[src/rtl/alu_seq_hs.sv]
`default_nettype none
// +----------------------------------------------------------------------------+
// | Module   : alu_seq_hs                                                      |
// | Purpose  : WIDTH-bit sequential ALU with valid/ready handshakes on both    |
// |            sides. Single-cycle ops complete the cycle after accept. The    |
// |            multiply (op 2) is an iterative shift-add that takes one bit of |
// |            B per cycle, LSB first, and gives a full 2*WIDTH product.       |
// |            Only one operation is in flight at a time.                      |
// | Ports    : CLK, RESET        clock, asynchronous active-high reset         |
// |            IN_VALID/IN_READY input handshake, IN_READY = (state == IDLE)  |
// |            IN_A, IN_B        WIDTH-bit operands                            |
// |            ALU_OP_CODE       4-bit operation select                        |
// |            OUT_VALID/OUT_READY output handshake, OUT_VALID = (state==DONE)|
// |            OUT_RESULT        result, low product half for op 2             |
// |            OUT_RESULT_HI     high product half for op 2, else 0            |
// |            OUT_CARRY         carry / borrow / shifted-out bit              |
// |            OUT_ZERO          result (and high half for op 2) is zero       |
// | Revision : 1.0  initial release                                            |
// +----------------------------------------------------------------------------+
module alu_seq_hs #(
  parameter int WIDTH = 8
) (
  input  logic             CLK,
  input  logic             RESET,
  input  logic             IN_VALID,
  output logic             IN_READY,
  input  logic [WIDTH-1:0] IN_A,
  input  logic [WIDTH-1:0] IN_B,
  input  logic [3:0]       ALU_OP_CODE,
  output logic             OUT_VALID,
  input  logic             OUT_READY,
  output logic [WIDTH-1:0] OUT_RESULT,
  output logic [WIDTH-1:0] OUT_RESULT_HI,
  output logic             OUT_CARRY,
  output logic             OUT_ZERO
);

  localparam int CNT_W = (WIDTH > 1) ? $clog2(WIDTH) : 1;

  localparam logic [3:0] OP_ADD  = 4'h0;
  localparam logic [3:0] OP_SUB  = 4'h1;
  localparam logic [3:0] OP_MUL  = 4'h2;
  localparam logic [3:0] OP_SHL  = 4'h3;
  localparam logic [3:0] OP_SHR  = 4'h4;
  localparam logic [3:0] OP_INCA = 4'h5;
  localparam logic [3:0] OP_INCB = 4'h6;
  localparam logic [3:0] OP_DECA = 4'h7;
  localparam logic [3:0] OP_DECB = 4'h8;
  localparam logic [3:0] OP_EQ   = 4'h9;
  localparam logic [3:0] OP_GT   = 4'hA;
  localparam logic [3:0] OP_LT   = 4'hB;
  localparam logic [3:0] OP_AND  = 4'hC;
  localparam logic [3:0] OP_OR   = 4'hD;
  localparam logic [3:0] OP_XOR  = 4'hE;
  localparam logic [3:0] OP_PASS = 4'hF;

  typedef enum logic [1:0] {
    S_IDLE = 2'd0,
    S_MUL  = 2'd1,
    S_DONE = 2'd2
  } state_t;

  state_t               state_q, state_d;
  logic [2*WIDTH-1:0]   mcand_q, mcand_d;   // A, shifted left once per iteration
  logic [WIDTH-1:0]     mplier_q, mplier_d; // B, shifted right; bit 0 is the current bit
  logic [2*WIDTH-1:0]   acc_q, acc_d;
  logic [CNT_W-1:0]     cnt_q, cnt_d;
  logic [WIDTH-1:0]     res_q, res_d;
  logic [WIDTH-1:0]     hi_q, hi_d;
  logic                 carry_q, carry_d;
  logic                 zero_q, zero_d;

  logic                 accept;
  logic [WIDTH-1:0]     alu_res;
  logic                 alu_carry;
  logic [WIDTH:0]       sum_ext;
  logic [2*WIDTH-1:0]   acc_next;

  assign IN_READY      = (state_q == S_IDLE);
  assign OUT_VALID     = (state_q == S_DONE);
  assign OUT_RESULT    = res_q;
  assign OUT_RESULT_HI = hi_q;
  assign OUT_CARRY     = carry_q;
  assign OUT_ZERO      = zero_q;

  assign accept = IN_VALID & IN_READY;

  // Partial product for the current multiplier bit.
  assign acc_next = mplier_q[0] ? (acc_q + mcand_q) : acc_q;

  // Single-cycle datapath, evaluated directly on the live inputs; its
  // outputs are only captured on the accept edge.
  always_comb begin
    alu_res   = '0;
    alu_carry = 1'b0;
    sum_ext   = '0;
    case (ALU_OP_CODE)
      OP_ADD: begin
        sum_ext   = {1'b0, IN_A} + {1'b0, IN_B};
        alu_res   = sum_ext[WIDTH-1:0];
        alu_carry = sum_ext[WIDTH];
      end
      OP_SUB: begin
        alu_res   = IN_A - IN_B;
        alu_carry = (IN_A < IN_B);
      end
      OP_SHL: begin
        alu_res   = {IN_A[WIDTH-2:0], 1'b0};
        alu_carry = IN_A[WIDTH-1];
      end
      OP_SHR: begin
        alu_res   = {1'b0, IN_A[WIDTH-1:1]};
        alu_carry = IN_A[0];
      end
      OP_INCA: begin
        alu_res   = IN_A + WIDTH'(1);
        alu_carry = &IN_A;
      end
      OP_INCB: begin
        alu_res   = IN_B + WIDTH'(1);
        alu_carry = &IN_B;
      end
      OP_DECA: begin
        alu_res   = IN_A - WIDTH'(1);
        alu_carry = (IN_A == '0);
      end
      OP_DECB: begin
        alu_res   = IN_B - WIDTH'(1);
        alu_carry = (IN_B == '0);
      end
      OP_EQ:   alu_res = {{(WIDTH-1){1'b0}}, (IN_A == IN_B)};
      OP_GT:   alu_res = {{(WIDTH-1){1'b0}}, (IN_A > IN_B)};
      OP_LT:   alu_res = {{(WIDTH-1){1'b0}}, (IN_A < IN_B)};
      OP_AND:  alu_res = IN_A & IN_B;
      OP_OR:   alu_res = IN_A | IN_B;
      OP_XOR:  alu_res = IN_A ^ IN_B;
      OP_PASS: alu_res = IN_A;
      default: ; // OP_MUL is produced by the iterative path
    endcase
  end

  always_comb begin
    state_d  = state_q;
    mcand_d  = mcand_q;
    mplier_d = mplier_q;
    acc_d    = acc_q;
    cnt_d    = cnt_q;
    res_d    = res_q;
    hi_d     = hi_q;
    carry_d  = carry_q;
    zero_d   = zero_q;
    case (state_q)
      S_IDLE: begin
        if (accept) begin
          if (ALU_OP_CODE == OP_MUL) begin
            mcand_d  = {{WIDTH{1'b0}}, IN_A};
            mplier_d = IN_B;
            acc_d    = '0;
            cnt_d    = '0;
            state_d  = S_MUL;
          end else begin
            res_d   = alu_res;
            hi_d    = '0;
            carry_d = alu_carry;
            zero_d  = (alu_res == '0);
            state_d = S_DONE;
          end
        end
      end
      S_MUL: begin
        acc_d    = acc_next;
        mcand_d  = mcand_q << 1;
        mplier_d = mplier_q >> 1;
        cnt_d    = cnt_q + 1'b1;
        // Always WIDTH iterations; the last one publishes the product.
        if (cnt_q == CNT_W'(WIDTH-1)) begin
          res_d   = acc_next[WIDTH-1:0];
          hi_d    = acc_next[2*WIDTH-1:WIDTH];
          carry_d = 1'b0;
          zero_d  = (acc_next == '0);
          state_d = S_DONE;
        end
      end
      S_DONE: begin
        if (OUT_READY) begin
          state_d = S_IDLE;
        end
      end
      default: state_d = S_IDLE;
    endcase
  end

  always_ff @(posedge CLK or posedge RESET) begin
    if (RESET) begin
      state_q  <= S_IDLE;
      mcand_q  <= '0;
      mplier_q <= '0;
      acc_q    <= '0;
      cnt_q    <= '0;
      res_q    <= '0;
      hi_q     <= '0;
      carry_q  <= 1'b0;
      zero_q   <= 1'b0;
    end else begin
      state_q  <= state_d;
      mcand_q  <= mcand_d;
      mplier_q <= mplier_d;
      acc_q    <= acc_d;
      cnt_q    <= cnt_d;
      res_q    <= res_d;
      hi_q     <= hi_d;
      carry_q  <= carry_d;
      zero_q   <= zero_d;
    end
  end

endmodule
`default_nettype wire

[config.mk]
export PLATFORM = sky130hd
export DESIGN_NAME = alu_seq_hs
export DESIGN_NICKNAME = d
export VERILOG_FILES = /design/src/rtl/alu_seq_hs.sv
export SDC_FILE = /design/constraint.sdc
export NUM_CORES = 1
export LEC_CHECK = 0
export ABC_CLOCK_PERIOD_IN_PS = 3200
export BUFFER_PORTS_ARGS = -buffer_cell sky130_fd_sc_hd__clkbuf_2
export CORE_UTILIZATION = 45
export CTS_CLUSTER_DIAMETER = 40
export DETAILED_ROUTE_END_ITERATION = 16
export PLACE_DENSITY = 0.73
export SYNTH_ARGS = -nofsm -noshare
export SYNTH_HDL_FRONTEND = slang
export SYNTH_SLANG_ARGS = --single-unit
[constraint.sdc]
create_clock -name CLK -period 3.2 [get_ports CLK]
set_input_delay 0 -clock CLK [delete_from_list [all_inputs] [get_ports CLK]]
set_output_delay 0 -clock CLK [all_outputs]
set_load 0.01 [all_outputs]
# [Word-level counts from Yosys, hierarchy flattened]
# Index checks and enable logic that the tools add are counted.
[word_totals] latchBits=0 ff_bits=63 mem_bits_rw=0 word_cells=95 inputBits=24 memories=0 romBits=0
[classes] n_mux=36 n_addsub=8 multipliers=0 n_bitwise=4 shifts=0 magnitude_cmp=2 eq_ne=24 div_mod_pow=0 reduce_logical=12
[op_table] operator="8-bit case mux with 15 select lines" n=1
[op_table] operator="16-bit 2-to-1 mux" n=5
[op_table] operator="8-bit 2-to-1 mux" n=8
[op_table] operator="16-bit case mux with 2 select lines" n=2
[op_table] operator="8-bit case mux with 2 select lines" n=3
[op_table] operator="4-bit equality test (second input constant)" n=8
[op_table] operator="8-bit zero test" n=3
[op_table] operator="16-bit adder" n=1
[op_table] operator="8-bit by 1-bit adder with 8-bit output (second input constant)" n=2
[op_table] operator="4-bit by 3-bit equality test with 1-bit output (second input constant)" n=4
[op_table] operator="16-bit zero test" n=1
[op_table] operator="8-bit AND reduction" n=2
[op_table] operator="8-bit by 1-bit subtractor with 8-bit output (second input constant)" n=2
[op_table] operator="8-bit by 8-bit adder with 9-bit output" n=1
[op_table] operator="8-bit bitwise AND" n=1
[op_table] operator="4-bit by 2-bit equality test with 1-bit output (second input constant)" n=2
[op_table] operator="8-bit equality test" n=1
[op_table] operator="8-bit > comparator" n=1
[op_table] operator="8-bit less-than comparator" n=1
[op_table] operator="2-bit 2-to-1 mux" n=4
[op_table] operator="8-bit OR" n=1
[op_table] operator="1-bit case mux with 8 select lines" n=1
[op_table] operator="8-bit subtractor" n=1
[op_table] operator="8-bit bitwise XOR" n=1
[op_table] operator="other kinds (18)" n=29

# [Longest topological paths before layout]
# Gate-level depths: netlist (run 1).
[depth] ltp_word=6 mapped_depth=13 mapped_depth_nobuf=12

# [Worst setup path before layout (run 1)]
# OpenSTA, ideal clock, no wires.
[synth_path] path_kind="input to register" from="in ALU_OP_CODE[1]" to="reg zero_q, in the netlist OUT_ZERO" stages=13 path_buffers=2 setup_time_ps=66 path_slack_ps=336 arrival_time_ps=2798 cell_sequence="buf_4 > nor2_1 > clkbuf_1 > and2_1 > ha_1 > a21o_1 > a211o_1 > a2111o_1 > nand4_1 > nor2b_1 > o211ai_1 > o41ai_2 > a41o_1"
[synth_between] elab_chain_cells=6 elab_cells_between_ends=23 cone_classes="eq/ne: 16; mux: 4; reduce/logical: 3"
[synth_rtl] item="start, declared" line="29" source="input logic [3:0] ALU_OP_CODE,"
[synth_rtl] item="4-bit equality test (tied with other cells)" line="97" source="case (ALU_OP_CODE)"
[synth_rtl] item="8-bit case mux with 15 select lines" line="97"
[synth_rtl] item="8-bit zero test" line="165" source="zero_d = (alu_res == '0);"
[synth_rtl] item="1-bit 2-to-1 mux" line="155" source="if (ALU_OP_CODE == OP_MUL) begin"
[synth_rtl] item="1-bit 2-to-1 mux" line="154" source="if (accept) begin"
[synth_rtl] item="1-bit case mux with 2 select lines" line="152" source="case (state_q)"
[synth_rtl] item="end signal, assigned" line="213" source="zero_q <= zero_d;"
[synth_rtl] item="end, declared" line="71" source="logic zero_q, zero_d;"
# Several ways; a longest one is shown, not always the timed one. The select of a mux whose other input is x is not followed.
# A chain may end at the register's enable or synchronous reset.

# [Final worst setup path (run 1)]
[layout_path] from="reg mcand_q[0]" to="reg zero_q, in the netlist OUT_ZERO"
[layout_between] elab_chain_cells=5
[layout_rtl] item="start, declared" line="64" source="logic [2*WIDTH-1:0] mcand_q, mcand_d;"
[layout_rtl] item="start signal, assigned" line="206" source="mcand_q <= mcand_d;"
[layout_rtl] item="16-bit adder" line="89" source="assign acc_next = mplier_q[0] ? (acc_q + mcand_q) : acc_q;"
[layout_rtl] item="16-bit 2-to-1 mux" line="89"
[layout_rtl] item="16-bit zero test" line="180" source="zero_d = (acc_next == '0);"
[layout_rtl] item="1-bit 2-to-1 mux" line="176" source="if (cnt_q == CNT_W'(WIDTH-1)) begin"
[layout_rtl] item="1-bit case mux with 2 select lines" line="152"
# No other way between the ends. The select of a mux whose other input is x is not followed.

==> impl_metrics.env, run 1 <==
export IMPL_status="finished, final reports clean"
export IMPL_synthCells=713
export IMPL_pre_cts_ws_ns=0.273
export IMPL_yosysSeqAreaShare_pct=27.4
export IMPL_utilization_pct=52.5
export IMPL_tns_ns=0
export IMPL_cp_arrival_ns=3.26
export IMPL_vias=5738
export IMPL_synth_area_leaders="dfrtp_1 27%, ha_1 10%, nand2_1 7.0%"
export IMPL_end_kind="flop"
export IMPL_cts_buffers=9
export IMPL_gr_total_overflow=0
export IMPL_antenna_found_initial=0
export IMPL_synth_top_cell_area_share_pct=27.4
export IMPL_fin_nets=823
export IMPL_synth_cell_type_count=80
export IMPL_hold_path_class="in -> reg"
export IMPL_fin_crit_sh_pct=93.3
export IMPL_final_common_cell="nand2_1"
export IMPL_cts_sinks=63
export IMPL_drive_gt1_share_pct=13.8
export IMPL_worstMarginPinSlew_ns=0.954
export IMPL_avgRoutedWirePerCell_um=20.3
export IMPL_synth_ff_type="dfrtp_1"
export IMPL_portBuffers=43
export IMPL_initial_utilization_pct=46.9
export IMPL_cts_setup_buffers=0
export IMPL_synth_edf_count=0
export IMPL_die_width_um=115
export IMPL_cap_violations=0
export IMPL_cp_start_kind="flop"
export IMPL_diodes=0
export IMPL_grt_pass1_vias=5431
export IMPL_cts_resized=0
export IMPL_ys_async_sr_fraction_pct=100
export IMPL_timing_critical_path_cells="ha_1 -> fa_1 -> a211oi_1 -> o21a_1 -> o211ai_1 -> nand2_1 -> xor2_1 -> a21oi_1 -> a211oi_1 -> a41o_1"
export IMPL_avgViaCountPerCell=6.24
export IMPL_synth_nets=789
export IMPL_yosys_warnings=0
export IMPL_setup_viol=0
export IMPL_die_area_sq_um=13200
export IMPL_period_minus_slack_ns=2.99
export IMPL_max_stage_delay_ns=0.44
export IMPL_final_max_slew_violation_count=0
export IMPL_crit_fanout=4
export IMPL_io_pins=44
export IMPL_critPathTopFamily="compound AO/OA/AOI/OAI gates"
export IMPL_clock_latency_ns=0.34
export IMPL_die_y_um=115
export IMPL_cts_root_buf="clkbuf_16"
export IMPL_firstDrtPassIters=5
export IMPL_core_sq_um=12300
export IMPL_power_density_nw_per_um2=735
export IMPL_critPathKind="reg -> reg"
export IMPL_ir_drop_v=0.000395
export IMPL_groute_usage_overall_pct=29.5
export IMPL_ant_nets=0
export IMPL_cts_buffer_depth=2
export IMPL_final_hold_viol_count=0
export IMPL_place_congestion=1.03
export IMPL_grt_max_degree=67
export IMPL_grt_setup_unrepaired="no"
export IMPL_dp_hpwl_um=13800
export IMPL_critPathSlowestCell="fa_1"
export IMPL_drc=0
export IMPL_h_tree_depth=3
export IMPL_grt_pass1_wl_um=29900
export IMPL_setup_ws_ns=0.214
export IMPL_leakage_nw=2.95
export IMPL_clk_pin_slew_worst_paths_ns=0.06
export IMPL_drt_total_wl_um=18600
export IMPL_area_delta_synth_final_pct=11.9
export IMPL_num_rows=40
export IMPL_yosysTopAreaCell="dfrtp_1"
export IMPL_critPathMostFrequentCell="a211oi_1"
export IMPL_synthesis_area_sq_um=5750
export IMPL_crit_required_ns=3.48
export IMPL_holdBufCountCts=2
export IMPL_syn_area_per_cell_sq_um=8.07
export IMPL_maxSlewHeadroom_pct=35.5
export IMPL_ys_ff_latch=63
export IMPL_max_freq_ghz=0.335
export IMPL_fin_skew_ns=0.00531
export IMPL_cts_tree="done"
export IMPL_layout_common_cells="107 x nand2_1, 63 x dfrtp_1, 56 x nor2_1, 56 x o21ai_0, 48 x ha_1"
export IMPL_first_iter_violations=543
export IMPL_path_buf_inv=0
where the power goes:
group | switching, mW | internal, mW
combinational | 1.44 | 1.03
clock | 0.372 | 0.545
sequential | 0.259 | 1.08
worst register-to-register path, stage by stage, from the launching register on:
cell and delay, ns:
dfrtp_1 0.40, ha_1 0.25, fa_1 0.44, a211oi_1 0.41, o21a_1 0.22, o211ai_1 0.13, nand2_1 0.11, xor2_1 0.23
a21oi_1 0.10, a211oi_1 0.40, a41o_1 0.23
path summary, 6_finish.rpt:
kind / startpoint / endpoint / slack [ns] / depth (start not counted)
setup / recovery: mcand_q[0]$_DFFE_PP0P_ / OUT_ZERO$_DFFE_PP0P_ / 0.21 / 10
hold / removal: IN_B[2] / mplier_q[2]$_DFFE_PP0P_ / 0.02 / 3
setup reg to reg: mcand_q[0]$_DFFE_PP0P_ / OUT_ZERO$_DFFE_PP0P_ / 0.21 / 10
hold reg to reg: OUT_RESULT_HI[3]$_DFFE_PP0P_ / OUT_RESULT_HI[3]$_DFFE_PP0P_ / 0.48 / 2
max in group asynchronous: RESET / mcand_q[7]$_DFFE_PP0P_ / 1.97 / 4
min in group asynchronous: RESET / mplier_q[1]$_DFFE_PP0P_ / 0.41 / 3
area by class of cell:
type / instances / area (sq um)
repair buffers: 68 / 408
fillers: 1151 / 5820
inverters: 30 / 113
well taps: 168 / 210
flip-flops and latches: 63 / 1580
multi-input cells: 575 / 3850
clock inverters: 6 / 46.3
clock buffers: 10 / 239
cells in the mapped netlist, types with 4 or more instances:
cell type / instances
nand2_1: 107
dfrtp_1: 63
nor2_1: 56
o21ai_0: 56
ha_1: 48
a21oi_1: 40
inv_1: 28
clkbuf_1: 26
xnor2_1: 24
a31oi_1: 21
nand3_1: 17
nor3_1: 13
a211oi_1: 12
a21o_1: 12
buf_2: 10
mux2i_1: 10
nor2b_1: 10
o21a_1: 7
a211o_1: 6
nor4_1: 6
o21bai_1: 6
or3_1: 6
a221o_1: 5
a221oi_1: 5
a22o_1: 5
o211ai_1: 5
o22ai_1: 5
o32ai_1: 5
and2_1: 4
buf_6: 4
fa_1: 4
nand2b_1: 4
nand3b_1: 4
o2111ai_1: 4
kinds of logic after synthesis:
| logic type | share of synthesized area (%) |
|---|---|
| simple gates | 20.9 |
| compound gates | 27.5 |
| buf+inv | 5.76 |
| flops | 27.4 |
| fa+ha+maj | 11.8 |
| xor+xnor | 4.11 |
| mux | 2.52 |
per-stage QoR:
step	total power [mW]	hold WS [ns]	area, sq um	instances
2_1_floorplan	3.14	0.131	5750	713
3_3_place_gp	3.68	0.253	6140	902
3_5_place_dp	3.75	0.275	6140	902
4_1_cts	4.69	0.0112	6440	920
5_1_grt	5.09	0.0322	6440	920
6_report	4.74	0.0249	6440	920
sequential cells by signal, indices dropped and copies added (netlist names):
register,count
OUT_RESULT_HI,8
OUT_RESULT,8
cnt_q,3
state_q,2
acc_q,16
OUT_ZERO,1
mplier_q,8
mcand_q,16
OUT_CARRY,1
routing by layer:
layer / track usage, % / up-vias / routed length [um]
met2: 44.4 / 275 / 8120
met4: 9.96 / 0 / 490
met1: 42.3 / 2742 / 8500
met5: 0 / - / 0
li1: - / 2680 / -
met3: 5.69 / 41 / 1520
No activity file was read; power rests on OpenSTA's default activity.
==> run 2, diff against run 1 <==
--- a/config.mk
+++ b/config.mk
@@ -11,6 +11,7 @@
 export CTS_CLUSTER_DIAMETER = 40
 export DETAILED_ROUTE_END_ITERATION = 16
 export PLACE_DENSITY = 0.73
+export RECOVER_POWER = 25
 export SYNTH_ARGS = -nofsm -noshare
 export SYNTH_HDL_FRONTEND = slang
 export SYNTH_SLANG_ARGS = --single-unit
==> run 2 against run 1 <==
Worst setup slack worse by 0.0076 ns. The flow now finishes with violations (capacitance limit, slew limit). Via count down 0.33%. Count of clock-buffer cells in the layout unchanged. Routed wire length down 0.36%. Critical path type unchanged. Die area unchanged. Sequential power about the same. Global-route usage unchanged. Clock skew about the same. Sequential cell count unchanged.
==> impl_metrics.env, run 2 (synthesized netlist as in run 1, its figures left out) <==
export IMPL_status="complete, but fails checks"
export IMPL_violations="capacitance limit, slew limit"
export IMPL_wl_met2_um=8080
export IMPL_avgViaCountPerCell=6.22
export IMPL_final_max_slew_violation_count=46
export IMPL_holdBufCountCts=2
export IMPL_clock_latency_ns=0.34
export IMPL_avgRoutedWirePerCell_um=20.2
export IMPL_ir_drop_v=0.000393
export IMPL_grt_max_degree=67
export IMPL_crit_required_ns=3.47
export IMPL_h_tree_depth=3
export IMPL_p_total_mw=4.72
export IMPL_fin_nets=823
export IMPL_cts_buffer_depth=2
export IMPL_tns_ns=0
export IMPL_fin_skew_ns=0.00549
export IMPL_critPathLaunch="mcand_q[0]$_DFFE_PP0P_"
export IMPL_leakage_nw=2.89
export IMPL_clk_pin_slew_worst_paths_ns=0.06
export IMPL_worstMarginPinSlew_ns=1.72
export IMPL_reg2reg_slack_ns=0.21
export IMPL_grt_setup_unrepaired="no"
export IMPL_max_freq_ghz=0.334
export IMPL_min_from="IN_B[2]"
export IMPL_cts_tree="done"
export IMPL_fin_crit_sh_pct=93.5
export IMPL_cp_start_kind="flop"
export IMPL_met3_length_um=1490
export IMPL_cts_resized=0
export IMPL_drc=0
export IMPL_gr_total_overflow=0
export IMPL_portBuffers=43
export IMPL_firstDrtPassIters=5
export IMPL_final_common_cell="nand2_1"
export IMPL_io_pins=44
export IMPL_drt_met1_wl_um=8520
export IMPL_end_kind="flop"
export IMPL_num_rows=40
export IMPL_fin_hold_ws_ns=0.0284
export IMPL_layout_common_cells="107 x nand2_1, 63 x dfrtp_1, 56 x nor2_1, 56 x o21ai_0, 48 x ha_1"
export IMPL_holdPathStages=3
export IMPL_r2r_end="OUT_ZERO$_DFFE_PP0P_"
export IMPL_r2r_start="mcand_q[0]$_DFFE_PP0P_"
export IMPL_dp_hpwl_um=13800
export IMPL_dpl_cell_area_sq_um=6140
export IMPL_cts_setup_buffers=0
export IMPL_initial_utilization_pct=46.9
export IMPL_cts_root_buf="clkbuf_16"
export IMPL_groute_usage_overall_pct=29.5
export IMPL_ant_nets=0
export IMPL_die_area_sq_um=13200
export IMPL_reg_top3="acc_q (16), mcand_q (16)"
export IMPL_grt_pass1_vias=5431
export IMPL_maxSlewHeadroom_pct=-15.1
export IMPL_final_hold_viol_count=0
export IMPL_cap_violations=1
export IMPL_hold_path_class="in -> reg"
export IMPL_die_width_um=115
export IMPL_design_area_sq_um=6420
export IMPL_first_iter_violations=575
export IMPL_place_congestion=1.03
export IMPL_top_layer="met4"
export IMPL_period_minus_slack_ns=2.99
export IMPL_power_density_nw_per_um2=735
export IMPL_cts_buffers=9
export IMPL_antenna_found_initial=0
export IMPL_drive_gt1_share_pct=11.2
export IMPL_utilization_pct=52.3
export IMPL_vias=5719
export IMPL_core_sq_um=12300
export IMPL_cp_arrival_ns=3.27
export IMPL_critPathKind="reg -> reg"
export IMPL_area_delta_synth_final_pct=11.5
export IMPL_hold_end="mplier_q[2]$_DFFE_PP0P_"
export IMPL_diodes=0
export IMPL_drt_total_wl_um=18600
export IMPL_setup_viol=0
export IMPL_cts_sinks=63
export IMPL_grt_pass1_wl_um=29900
export IMPL_die_y_um=115
export IMPL_crit_fanout=4
export IMPL_ff2ff_path_depth=10
-- run 2: per-layer routing --
| layer | vias up | global-route usage [%] |
|---|---|---|
| met5 | - | 0 |
| met4 | 0 | 9.96 |
| met3 | 42 | 5.69 |
| met2 | 246 | 44.4 |
| met1 | 2748 | 42.3 |
| li1 | 2683 | - |
-- run 2: how the worst max path moves through the flow --
stage               slack [ns]  cells after the start                   end
floorplan                 0.34                     13  OUT_ZERO$_DFFE_PP0P_
global placement          0.34                     13  OUT_ZERO$_DFFE_PP0P_
detailed placement        0.27                     13  OUT_ZERO$_DFFE_PP0P_
CTS                       0.29                     10  OUT_ZERO$_DFFE_PP0P_
global route              0.07                     10  OUT_ZERO$_DFFE_PP0P_
finish                    0.21                     10  OUT_ZERO$_DFFE_PP0P_
-- run 2: cell type report --
| type | count | area, sq um |
|---|---|---|
| fillers | 1163 | 5840 |
| multi-input cells | 575 | 3850 |
| inverters | 30 | 113 |
| well taps | 168 | 210 |
| clock buffers | 10 | 239 |
| flip-flops and latches | 63 | 1580 |
| clock inverters | 6 | 46.3 |
| repair buffers | 68 | 384 |
-- run 2: stage by stage --
step | worst slack, ns | std cells
final | 0.207 | 920
after global routing | 0.0689 | 920
after CTS | 0.295 | 920
after detailed placement | 0.273 | 902
after global placement | 0.336 | 902
after floorplan | 0.336 | 713
-- run 2: critical path: stages, from the launching register on --
cell,delay (ns)
dfrtp_1,0.40
ha_1,0.25
fa_1,0.44
a211oi_1,0.41
o21a_1,0.22
o211ai_1,0.12
nand2_1,0.11
xor2_1,0.24
a21oi_1,0.10
a211oi_1,0.40
a41o_1,0.23
-- run 2: power by group --
group          switching [mW]  leakage [nW]  internal (mW)
Clock                   0.371         0.123          0.545
Sequential              0.260         0.792           1.08
Combinational            1.44          1.98           1.02
==> run 3, diff against run 2 <==
--- a/config.mk
+++ b/config.mk
@@ -10,7 +10,7 @@
 export CORE_UTILIZATION = 45
 export CTS_CLUSTER_DIAMETER = 40
 export DETAILED_ROUTE_END_ITERATION = 16
-export PLACE_DENSITY = 0.73
+export PLACE_DENSITY_LB_ADDON = 0.25
 export RECOVER_POWER = 25
 export SYNTH_ARGS = -nofsm -noshare
 export SYNTH_HDL_FRONTEND = slang
==> run 3 against run 2 <==
The flow now finishes without violations. Critical path depth unchanged. Die area unchanged. Core utilization increased by 0.93 points. Worst setup slack improved by 0.046 ns. Final area increased by 1.8%. Power increased by 3.8%. Routed wire length increased by 3.6%. Clock skew increased by 0.0021 ns. Sequential power about the same. Register-to-register slack improved by 0.05 ns. Largest cell class unchanged. Largest power group unchanged.
==> impl_metrics.env, run 3 (synthesized netlist as in run 1, its figures left out) <==
export IMPL_status="finished, final reports clean"
export IMPL_avgRoutedWirePerCell_um=20.7
export IMPL_area_delta_synth_final_pct=13.5
export IMPL_diodes=0
export IMPL_crit_fanout=4
export IMPL_vias=5801
export IMPL_path_buf_inv=0
export IMPL_num_rows=40
export IMPL_gr_total_overflow=0
export IMPL_end_kind="flop"
export IMPL_cts_buffers=9
export IMPL_cts_sinks=63
export IMPL_die_area_sq_um=13200
export IMPL_maxSlewHeadroom_pct=23.5
export IMPL_h_tree_depth=3
export IMPL_pre_cts_ws_ns=0.134
export IMPL_drt_total_wl_um=19200
export IMPL_dp_hpwl_um=14400
export IMPL_final_hold_viol_count=0
export IMPL_power_density_nw_per_um2=750
export IMPL_final_max_slew_violation_count=0
export IMPL_initial_utilization_pct=46.9
export IMPL_worstMarginPinSlew_ns=1.15
export IMPL_firstDrtPassIters=5
export IMPL_clk_pin_slew_worst_paths_ns=0.06
export IMPL_place_congestion=1.05
export IMPL_fin_nets=830
export IMPL_clock_latency_ns=0.34
export IMPL_first_iter_violations=610
export IMPL_holdPathStages=3
export IMPL_groute_usage_overall_pct=30.4
export IMPL_cp_depth=10
export IMPL_die_width_um=115
export IMPL_portBuffers=43
export IMPL_setup_ws_ns=0.253
export IMPL_grt_setup_unrepaired="no"
export IMPL_timing_critical_path_cells="ha_1 -> fa_1 -> a211oi_1 -> o21a_1 -> o211ai_1 -> nand2_1 -> xor2_1 -> a21oi_1 -> a211oi_1 -> a41o_1"
export IMPL_max_freq_ghz=0.339
export IMPL_grt_pass1_wl_um=30300
export IMPL_max_stage_delay_ns=0.46
export IMPL_fin_skew_ns=0.00758
export IMPL_tns_ns=0
export IMPL_critPathSlowestCell="fa_1"
export IMPL_cts_tree="done"
export IMPL_critPathKind="reg -> reg"
export IMPL_layout_common_cells="107 x nand2_1, 63 x dfrtp_1, 56 x nor2_1, 56 x o21ai_0, 48 x ha_1"
export IMPL_core_sq_um=12300
export IMPL_ff2ff_path_depth=10
export IMPL_io_pins=44
export IMPL_grt_max_degree=67
export IMPL_drc=0
export IMPL_period_minus_slack_ns=2.95
export IMPL_final_common_cell="nand2_1"
export IMPL_grt_pass1_vias=5599
export IMPL_cap_violations=0
export IMPL_hold_path_class="in -> reg"
export IMPL_cts_resized=0
export IMPL_die_y_um=115
export IMPL_critPathTopFamily="compound AO/OA/AOI/OAI gates"
export IMPL_antenna_found_initial=0
export IMPL_reg_top3="acc_q (16), mcand_q (16)"
export IMPL_drive_gt1_share_pct=13.4
export IMPL_avgViaCountPerCell=6.26
export IMPL_leakage_nw=3.00
export IMPL_setup_viol=0
export IMPL_cp_start_kind="flop"
export IMPL_cp_arrival_ns=3.22
export IMPL_cts_root_buf="clkbuf_16"
export IMPL_p_total_mw=4.90
export IMPL_crit_required_ns=3.47
export IMPL_ant_nets=0
export IMPL_critPathMostFrequentCell="a211oi_1"
export IMPL_cts_buffer_depth=2
export IMPL_ir_drop_v=0.000425
export IMPL_fin_crit_sh_pct=92.1
run 3: changes by cell type in the layout (fill, tap and decap cells not counted):
cell,before,now
clkbuf_2,24,35
clkbuf_1,19,8
buf_4,23,30
clkinvlp_4,5,1
bufinv_16,0,2
clkinv_4,1,3
run 3: per-stage QoR:
step	utilization [%]	hold WS, ns	std cells	instance area, sq um
floorplan	-	0.131	713	5750
finish	53.3	0.00976	927	6530
CTS	53.3	0.00188	927	6540
global placement	50.5	0.0960	909	6190
detailed placement	50.5	0.106	909	6190
global route	53.3	0.0179	927	6530
run 3: what timing repair did:
| item | CTS | global route |
|---|---|---|
| hold buffers | 2 | 0 |
| setup endpoints to repair | 0 | 0 |
| hold endpoints to repair | 30 | 0 |
| setup buffers | 0 | 0 |
run 3: report_power, final:
part	switching (mW)	internal, mW	total [mW]
Clock	0.371	0.706	1.08
Sequential	0.258	1.08	1.34
Combinational	1.44	1.04	2.48
run 3: tightest hold or removal path, delay by kind of cell:
family / cells / cell delay (ns)
buffers and inverters: 1 / 0.15
AO/OA/AOI/OAI: 1 / 0.07
AND/OR/NAND/NOR: 1 / 0.08
run 3: metal layers:
| layer | global-route usage, % | wire length (um) | up-vias |
|---|---|---|---|
| met4 | 18.0 | 1100 | 0 |
| met3 | 4.69 | 1210 | 80 |
| met1 | 38.1 | 8070 | 2768 |
| met2 | 49.5 | 8850 | 260 |
| li1 | - | - | 2693 |
| met5 | 0 | 0 | - |
run 3: final timing paths:
kind / startpoint / endpoint / slack [ns]
max: mcand_q[0]$_DFFE_PP0P_ / OUT_ZERO$_DFFE_PP0P_ / 0.25
min in group asynchronous: RESET / OUT_RESULT_HI[5]$_DFFE_PP0P_ / 0.49
min: IN_B[6] / mplier_q[6]$_DFFE_PP0P_ / 0.01
min reg2reg: OUT_RESULT[0]$_DFFE_PP0P_ / OUT_RESULT[0]$_DFFE_PP0P_ / 0.48
max reg2reg: mcand_q[0]$_DFFE_PP0P_ / OUT_ZERO$_DFFE_PP0P_ / 0.25
max in group asynchronous: RESET / acc_q[5]$_DFFE_PP0P_ / 1.65
run 3: layout make-up:
cell class	instances	area, sq um
sequential	63	1580
multi-input combinational	575	3850
fill	1184	5730
clock inverter	6	93.8
timing repair buffer	75	450
clock buffer	10	239
tap	168	210
inverter	30	113
